**config.mk**
```make
export PLATFORM = sky130hd
export DESIGN_NAME = fifo_rd_packer
export DESIGN_NICKNAME = d
export VERILOG_FILES = /design/src/rtl/fifo_rd_packer.sv
export SDC_FILE = /design/constraint.sdc
export NUM_CORES = 1
export LEC_CHECK = 0
export CAP_MARGIN = 20
export CORE_MARGIN = 1.5
export CORE_UTILIZATION = 25
export DETAILED_ROUTE_END_ITERATION = 7
export SLEW_MARGIN = 20
export SYNTH_ARGS = -nofsm -noshare
export SYNTH_HDL_FRONTEND = slang
export SYNTH_SLANG_ARGS = --single-unit
```
**constraint.sdc**
```tcl
create_clock -name rclk -period 5.5 [get_ports rclk]
set_clock_uncertainty 0.15 [all_clocks]
set_input_delay 1.1 -clock rclk [delete_from_list [all_inputs] [get_ports rclk]]
set_output_delay 1.1 -clock rclk [all_outputs]
set_load 0.1 [all_outputs]
```
**src/rtl/fifo_rd_packer.sv**
```systemverilog
// Read-domain consumer for the dual-clock byte FIFO: pops entries and packs PACK of them
// little-endian into one output word with valid/ready handshake and flush-with-keep support.
module fifo_rd_packer #(
  parameter  int DSIZE = 8,
  parameter  int PACK  = 4,
  localparam int OSIZE = DSIZE * PACK
) (
  input  logic             rclk,
  input  logic             rrst,
  input  logic [DSIZE-1:0] rdata,
  input  logic             rempty,
  output logic             rinc,
  input  logic             flush,
  output logic [OSIZE-1:0] odata,
  output logic [PACK-1:0]  okeep,
  output logic             ovalid,
  input  logic             oready,
  output logic             busy
);

  localparam int            CW   = $clog2(PACK);
  localparam logic [CW-1:0] LAST = CW'(PACK - 1);

  logic [CW-1:0]    r_cnt;
  logic [OSIZE-1:0] r_acc;
  logic             r_flush_pend;
  logic [OSIZE-1:0] r_odata;
  logic [PACK-1:0]  r_okeep;
  logic             r_ovalid;

  logic             w_out_free;
  logic             w_pop;
  logic             w_emit;
  logic [OSIZE-1:0] w_acc_merged;
  logic [CW:0]      w_fill;
  logic [PACK-1:0]  w_keep;

  assign w_out_free = !r_ovalid || oready;
  // The last lane may only be filled when the output register can take the word.
  assign w_pop  = !rrst && !rempty && ((r_cnt != LAST) || w_out_free);
  assign w_emit = w_out_free &&
                  ((w_pop && (r_cnt == LAST)) ||
                   (r_flush_pend && ((r_cnt != '0) || w_pop)));

  always_comb begin
    w_acc_merged = r_acc;
    if (w_pop) begin
      w_acc_merged[int'(r_cnt) * DSIZE +: DSIZE] = rdata;
    end
  end

  assign w_fill = {1'b0, r_cnt} + {{CW{1'b0}}, w_pop};

  always_comb begin
    w_keep = '0;
    for (int k = 0; k < PACK; k++) begin
      w_keep[k] = (k < int'(w_fill));
    end
  end

  always_ff @(posedge rclk) begin
    if (rrst) begin
      r_cnt        <= '0;
      r_acc        <= '0;
      r_flush_pend <= 1'b0;
      r_odata      <= '0;
      r_okeep      <= '0;
      r_ovalid     <= 1'b0;
    end else begin
      if (w_emit) begin
        r_cnt   <= '0;
        r_acc   <= '0;
        r_odata <= w_acc_merged;
        r_okeep <= w_keep;
      end else if (w_pop) begin
        r_cnt <= r_cnt + 1'b1;
        r_acc <= w_acc_merged;
      end

      if (w_emit) begin
        r_ovalid <= 1'b1;
      end else if (r_ovalid && oready) begin
        r_ovalid <= 1'b0;
      end

      // A pending flush with nothing buffered retires silently.
      if (w_emit) begin
        r_flush_pend <= 1'b0;
      end else if (flush) begin
        r_flush_pend <= 1'b1;
      end else if (r_flush_pend && (r_cnt == '0) && !w_pop) begin
        r_flush_pend <= 1'b0;
      end
    end
  end

  assign rinc   = w_pop;
  assign odata  = r_odata;
  assign okeep  = r_okeep;
  assign ovalid = r_ovalid;
  assign busy   = (r_cnt != '0) || r_ovalid || r_flush_pend;

endmodule

```
==> impl_summary.md, run 1 <==
Outcome
The run finished with clean final reports.

Synth
The number of nets handed over by synthesis was 335. The cell area after technology mapping is 3020 sq um. After synthesis the netlist holds a flip-flop and latch count of 72. The synthesized area divided by synthesized cell count is 9.63 sq um.

The netlist uses 34 different library cells. Of the synthesized area, sequential elements account for 47.7%. Synthesis produced a netlist whose cell count is 314. The Yosys step of the flow raised 0 warnings.

Route
In the final routed layout, each cell accounts on average for 14.4 um. Dividing the detail-routed via count by the number of cells gives 4.61. The highest signal layer in the routed design is met4. Summing over every cut layer, the via total after detailed routing is 2334. The first-pass iteration count of the detailed router is 4.

The routed wire length on met3 is 354 um. The total wire length after detailed routing is 7300 um. The count of nets left with antenna violations after detail routing is 0. Wire segments on met2 add up to 3330 um in the final route. The post-route DRC violation count is 0. The initial DRC count is 80. The length of routed wiring on met1 is 3530 um.

Place
The global placer's final weighted congestion is 0.774. The total placed cells including tap cells is 491. The half-perimeter wire length after detailed placement is 5050 um. Input and output buffers added on the ports amount to 51.

Cells and area
The share of cells above drive strength 1 is 6.89%. The repair_antennas step left the layout with diodes totalling 0. Cells fill 33.5% of the core in the end. The net count of the finished layout is 380. Relative to the synthesized area, the layout overhead comes to 28.7%. In the layout the commonest cells are 72 x sky130_fd_sc_hd__dfxtp_1, 50 x sky130_fd_sc_hd__clkdlybuf4s50_1, 42 x sky130_fd_sc_hd__nor2_1.

Leaving out fill and tap cells, the most frequent cell in the layout is sky130_fd_sc_hd__dfxtp_1. The number of filler instances in the final layout is 1177. The non-filler instance count after layout is 506.

Worst hold path
The class of the tightest hold or removal check is reg -> reg. The worst hold path passes through 2 cells.

Die
The total die area is 12800 sq um. The vertical die dimension is 113 um. The die span in x is 113 um.

The initialized floorplan defines 39 standard-cell rows. The area of the placeable core is 11600 sq um. Once the floorplan was initialized, standard cells occupied 26.0% of the core.

The number of top-level design ports is 52.

Critical path
For the worst setup path, the data required time is 4.25 ns. The arrival time at the worst endpoint is 2.89 ns. STA classifies the critical path endpoint as an output pin. The critical path is of the in -> out type.

The largest fanout of any net on the critical path is 20. The worst-case reg-to-reg path depth is 10. The worst setup path is launched from an input port.

Clock network
Once the clock tree was built, the resizer swapped 0 gates to a different size. The clock edge transition at the registers on the reported setup and hold paths is 0.05 ns. Counting along the longest clock path gives a buffer depth of 2. The clock reaches the later pin of the worst-skew pair after 0.33 ns. The H-tree generated during clock tree synthesis spans 3 levels. Buffers added to address setup during post-CTS repair amount to 0. The total of hold buffers inserted after clock tree synthesis is 0. The root buffer cell chosen for the clock tree is sky130_fd_sc_hd__clkbuf_16. TritonCTS built the clock tree. The number of sinks handled by clock tree synthesis is 72. Counting the buffers created by CTS gives 9.

GRT
The first global-routing pass estimated 12000 um of wire. The number of global-route vias before repair is 2362. After global routing the overflow that remains totals 0. For this run, the total global-route usage over all layers was measured as 12.0%. The initial antenna violation count is 0. The largest net degree at the start of global routing is 45.

STA
The highest clock frequency the design can meet is 242 MHz. Subtracting the final worst setup slack from the clock period gives 4.14 ns. Setup repair after global routing left no endpoint under its margin.

The relative max-transition margin is 34.2%. For the pin with the worst max-slew slack, the measured transition is 0.984 ns. The final critical path takes up 75.3% of the cycle. The setup TNS after final layout is 0 ns. The number of setup violations in the final report is 0.

The count of pins over their slew limit came to 0. The number of hold violations in the final report is 0.

Job
The max capacitance violation total is 0.

Pwr
Dividing total power by cell area gives a power density of 349 nW/um^2. The static leakage is 1.50 nW. The peak ir drop on the vdd network is 0.153 mV.

The total power is 0.00136 W.
## worst max-delay path, cell delays in order
cell and delay, ns:
sky130_fd_sc_hd__clkdlybuf4s50_1 0.83, sky130_fd_sc_hd__nor2_4 0.39, sky130_fd_sc_hd__nand2_1 0.16, sky130_fd_sc_hd__inv_1 0.11, sky130_fd_sc_hd__buf_4 0.29
## layer usage
metal / global-route usage [%] / up-vias
li1: - / 1191
met1: 15.6 / 1088
met2: 19.0 / 47
met3: 4.02 / 8
met4: 3.75 / 0
met5: 0 / -
## report_power, final
part / total, W / switching [W] / internal [W]
registers: 0.000557 / 0.0000137 / 0.000543
logic: 0.000275 / 0.000202 / 0.0000738
clock network: 0.000524 / 0.000196 / 0.000328
total: 0.00136 / 0.000412 / 0.000945
## final timing paths
check | start | end | slack, ns
worst max-delay path | rrst | rinc | 1.36
worst min-delay path | okeep[2] | okeep[2] | 0.32
worst min register to register | okeep[2] | okeep[2] | 0.32
worst max register to register | r_cnt[0] | okeep[2] | 2.99
## registers in the layout, summed over array words and instances, names as in the netlist
signal	cells
r_acc	32
okeep	4
ovalid	1
r_flush_pend	1
r_cnt	2
odata	32
## Yosys cell counts (all sizes together)
master,instances,area (sq um)
buf,14,93.8
o21bai,1,7.51
dfxtp,72,1440
and3,2,17.5
inv,6,22.5
a311oi,1,8.76
a21boi,1,7.51
o21ba,1,10.0
ha,8,100
a211oi,33,248
nor2,43,169
nor4b,1,15.0
and3b,1,8.76
nor3b,2,20.0
a21oi,5,25.0
nor3,34,170
clkbuf,6,22.5
nand3b,2,15.0
and2,24,150
o21ai,4,20.0
nand3,8,55.1
mux2i,32,320
or3b,2,17.5
nand2,5,18.8
nor2b,1,6.26
xnor2,1,8.76
nand2b,4,25.0
## metrics by stage
stage	cell area [sq um]	hold WS, ns	worst slack (ns)
global route	3890	0.350	1.23
CTS	3890	0.330	1.35
detailed placement	3620	0.320	1.36
floorplan	3020	0.306	2.18
global placement	3620	0.316	1.36
finish	3890	0.323	1.36
## cell type report
type	instances	area [sq um]	area share, %
tap	143	179	4.60
clock buffer	15	268	6.88
multi-input combinational	216	1450	37.3
timing repair buffer	54	531	13.6
inverter	6	22.5	0.579
sequential	72	1440	37.0
## cells by family (layout without fill, tap and decap cells)
kind of cell	Yosys count	count (layout)	synth area share (%)
and+or+nand+nor	129	129	22.8
DFF	72	72	47.7
AOI/OAI and AO/OA	46	46	10.8
muxes	32	32	10.6
buffers and inverters	26	75	4.59
adders and majority gates	8	8	3.31
xor gates and xnor gates	1	1	0.290
(Power assumes the default switching activity.)
==> run 2: changes to the inputs <==
- clock period: 5.5 -> 3.95 ns (I/O delays scaled with it)
==> run 2 against run 1 <==
Count of clock-buffer cells in the layout shrank 2. Via count grew 1.6%. Largest cell class unchanged. Critical path type unchanged. Combinational power grew 41%. Sequential power grew 39%.
==> impl_summary.md, run 2 (synthesized netlist as in run 1, its figures left out) <==
Pwr
The peak ir drop on the vdd network is 0.157 mV (+2.7%). The total power divided by cell area came to 490 nW/um^2 (+40%). The static leakage came to 1.54 nW (+2.1%). The total power came to 0.00192 W (+42%).

Critical path
Grouping stages by cell kind, the critical path spends the most delay in buffers and inverters. The highest-delay cell along the critical path is sky130_fd_sc_hd__clkdlybuf4s50_1. The delay of the slowest cell on the worst path is 0.73 ns (-0.10 ns). The worst setup path is of the in -> out kind. The sum of buffers and inverters on the critical path is 3 (unchanged). The arrival time at the worst endpoint is 2.36 ns (-0.53 ns).

The data required time at the worst endpoint came to 3.01 ns (-1.24 ns). The signal on the critical path passes through clkdlybuf4s50_1, nor2_4, nand2_1, inv_1, buf_12. STA classifies the critical path startpoint as an input port. The largest fanout of any net on the critical path came to 15 (-25%). The critical path endpoint category is an output pin.

GRT
The largest net degree at the start of global routing came to 45 (unchanged). The global route total overflow is 0 (unchanged). The global-route wire length before repair is 12600 um (+4.5%). The number of global-route vias before repair is 2410 (+2.0%). The global router's overall resource usage is 12.6% (+0.61 points). The initial antenna violation count is 0 (unchanged).

Route
The overall via count from detail_route is 2372 (+1.6%). The total wire length after detailed routing came to 7530 um (+3.1%). The initial DRC count came to 102 (+28%).

The post-route DRC violation count is 0 (unchanged). The first-pass iteration count of the detailed router is 4 (unchanged). The mean number of vias per cell is 4.66 (+1.0%). The average detailed-routed wire length per instance came to 14.8 um (+2.5%). The count of nets left with antenna violations after detail routing was 0 (unchanged).

Place
The half-perimeter wire length after detailed placement came to 5200 um (+2.9%). The count of input and output buffers is 51 (unchanged). The total placed cells including tap cells is 493 (+0.41%).

The global placer's final weighted congestion is 0.850 (+9.8%). The area after detailed placement is 3650 sq um (+0.69%).

STA
Setup repair after global routing left no endpoint under its margin. The highest clock frequency the design can meet is 303 MHz. After layout, the worst path uses 83.5% of the clock period. The setup TNS after final layout was 0 ns (unchanged).

The number of hold violations in the final report is 0 (unchanged). The time the worst path needs with I/O delays and setup is 3.30 ns. The slew at the pin closest to its max-slew limit was 0.982 ns (-0.00235 ns).

The relative max-transition margin is 34.3% (+0.16 points). The count of pins over their slew limit is 0 (unchanged). The number of setup violations in the final report was 0 (unchanged). The worst slack on hold paths is 0.319 ns (-0.00401 ns).

Clock network
The clock tree from TritonCTS is built. The master cell of the clock root buffer is sky130_fd_sc_hd__clkbuf_16. The total of hold buffers inserted after clock tree synthesis came to 0 (unchanged). The CTS H-tree depth was 3 (unchanged). The number of sinks handled by clock tree synthesis was 72 (unchanged). The number of buffers inserted to repair setup after CTS is 0 (unchanged). The maximum clock insertion buffer count is 2 (unchanged). The number of CTS-inserted buffers was 9 (unchanged).

The insertion delay to the later sink of the worst-skew pair is 0.33 ns (about the same). The clock edge transition at the registers on the reported setup and hold paths is 0.05 ns (about the same). The count of instances resized after the clock tree is built was 0 (unchanged).

Die
The initial standard-cell utilization of the core was 26.0% (unchanged). The number of top-level design ports is 52 (unchanged). The floorplan row count is 39 (unchanged).

The die span in x was 113 um (unchanged). The area of the placeable core is 11600 sq um (unchanged). The vertical die dimension came to 113 um (unchanged). The total die area is 12800 sq um (unchanged).

Cells and area
The final antenna diode count is 0 (unchanged). The signed area change from the synthesized netlist to the final layout is 30.0%. The post-route cell area is 3930 sq um (+1.0%).

Leaving out fill and tap cells, the most frequent cells in the layout are 72 x sky130_fd_sc_hd__dfxtp_1, 49 x sky130_fd_sc_hd__clkdlybuf4s50_1, 42 x sky130_fd_sc_hd__nor2_1. The share of cells above drive strength 1 is 8.47% (+1.6 points). The final net count is 382 (+0.53%). The most common cell after layout, fill and taps aside is sky130_fd_sc_hd__dfxtp_1. The non-filler instance count after layout came to 509 (+0.59%).

Outcome
The flow ran to the end, and the final reports show no timing, DRC or antenna violations.

Job
The max capacitance violation total is 0 (unchanged).

Worst hold path
The class of the tightest hold or removal check is reg -> reg.
run 2: cell types whose count changed in the layout (fill, tap and decap cells not counted), sizes merged:
| cell | delta |
|---|---|
| clkbuf | -2 |
| clkdlybuf4s50 | -1 |
| buf | +3 |
| clkinv | +3 |
run 2: final timing paths:
| kind | startpoint | endpoint | slack, ns | cells after the start |
|---|---|---|---|---|
| max | rrst | rinc | 0.65 | 5 |
| min | okeep[3] | okeep[3] | 0.32 | 2 |
| max reg2reg | r_cnt[0] | okeep[0] | 1.27 | 7 |
| min reg2reg | okeep[3] | okeep[3] | 0.32 | 2 |
run 2: power by group:
part / switching (W) / internal [W] / leakage (nW)
clock: 0.000288 / 0.000473 / 0.145
sequential: 0.0000190 / 0.000756 / 0.584
combinational: 0.000283 / 0.000105 / 0.806
run 2: stage by stage:
step	setup slack, ns	util, %
3_3_place_gp	0.704	31.4
4_1_cts	0.645	33.9
5_1_grt	0.564	33.9
6_report	0.652	33.9
2_1_floorplan	0.882	-
3_5_place_dp	0.662	31.4
run 2: final cells by class:
cell class | count | area, sq um
fill | 1170 | 7680
clock inverter | 3 | 15.0
inverter | 6 | 22.5
clock buffer | 13 | 270
tap | 143 | 179
timing repair buffer | 56 | 556
sequential | 72 | 1440
multi-input combinational | 216 | 1450
run 2: layer usage:
metal / vias to the layer above / routed length [um] / track usage (%)
li1: 1198 / - / -
met1: 1120 / 3660 / 16.4
met2: 42 / 3420 / 19.9
met3: 12 / 300 / 3.59
met4: 0 / 150 / 5.08
met5: - / 0 / 0
run 2: worst register-to-register path: cells and delay by family, from the launching register on:
kind	cells	cell delay (ns)
flops	1	0.57
fa+ha+maj	1	0.38
buf+inv	2	0.51
simple gates	2	0.58
compound gates	2	0.42
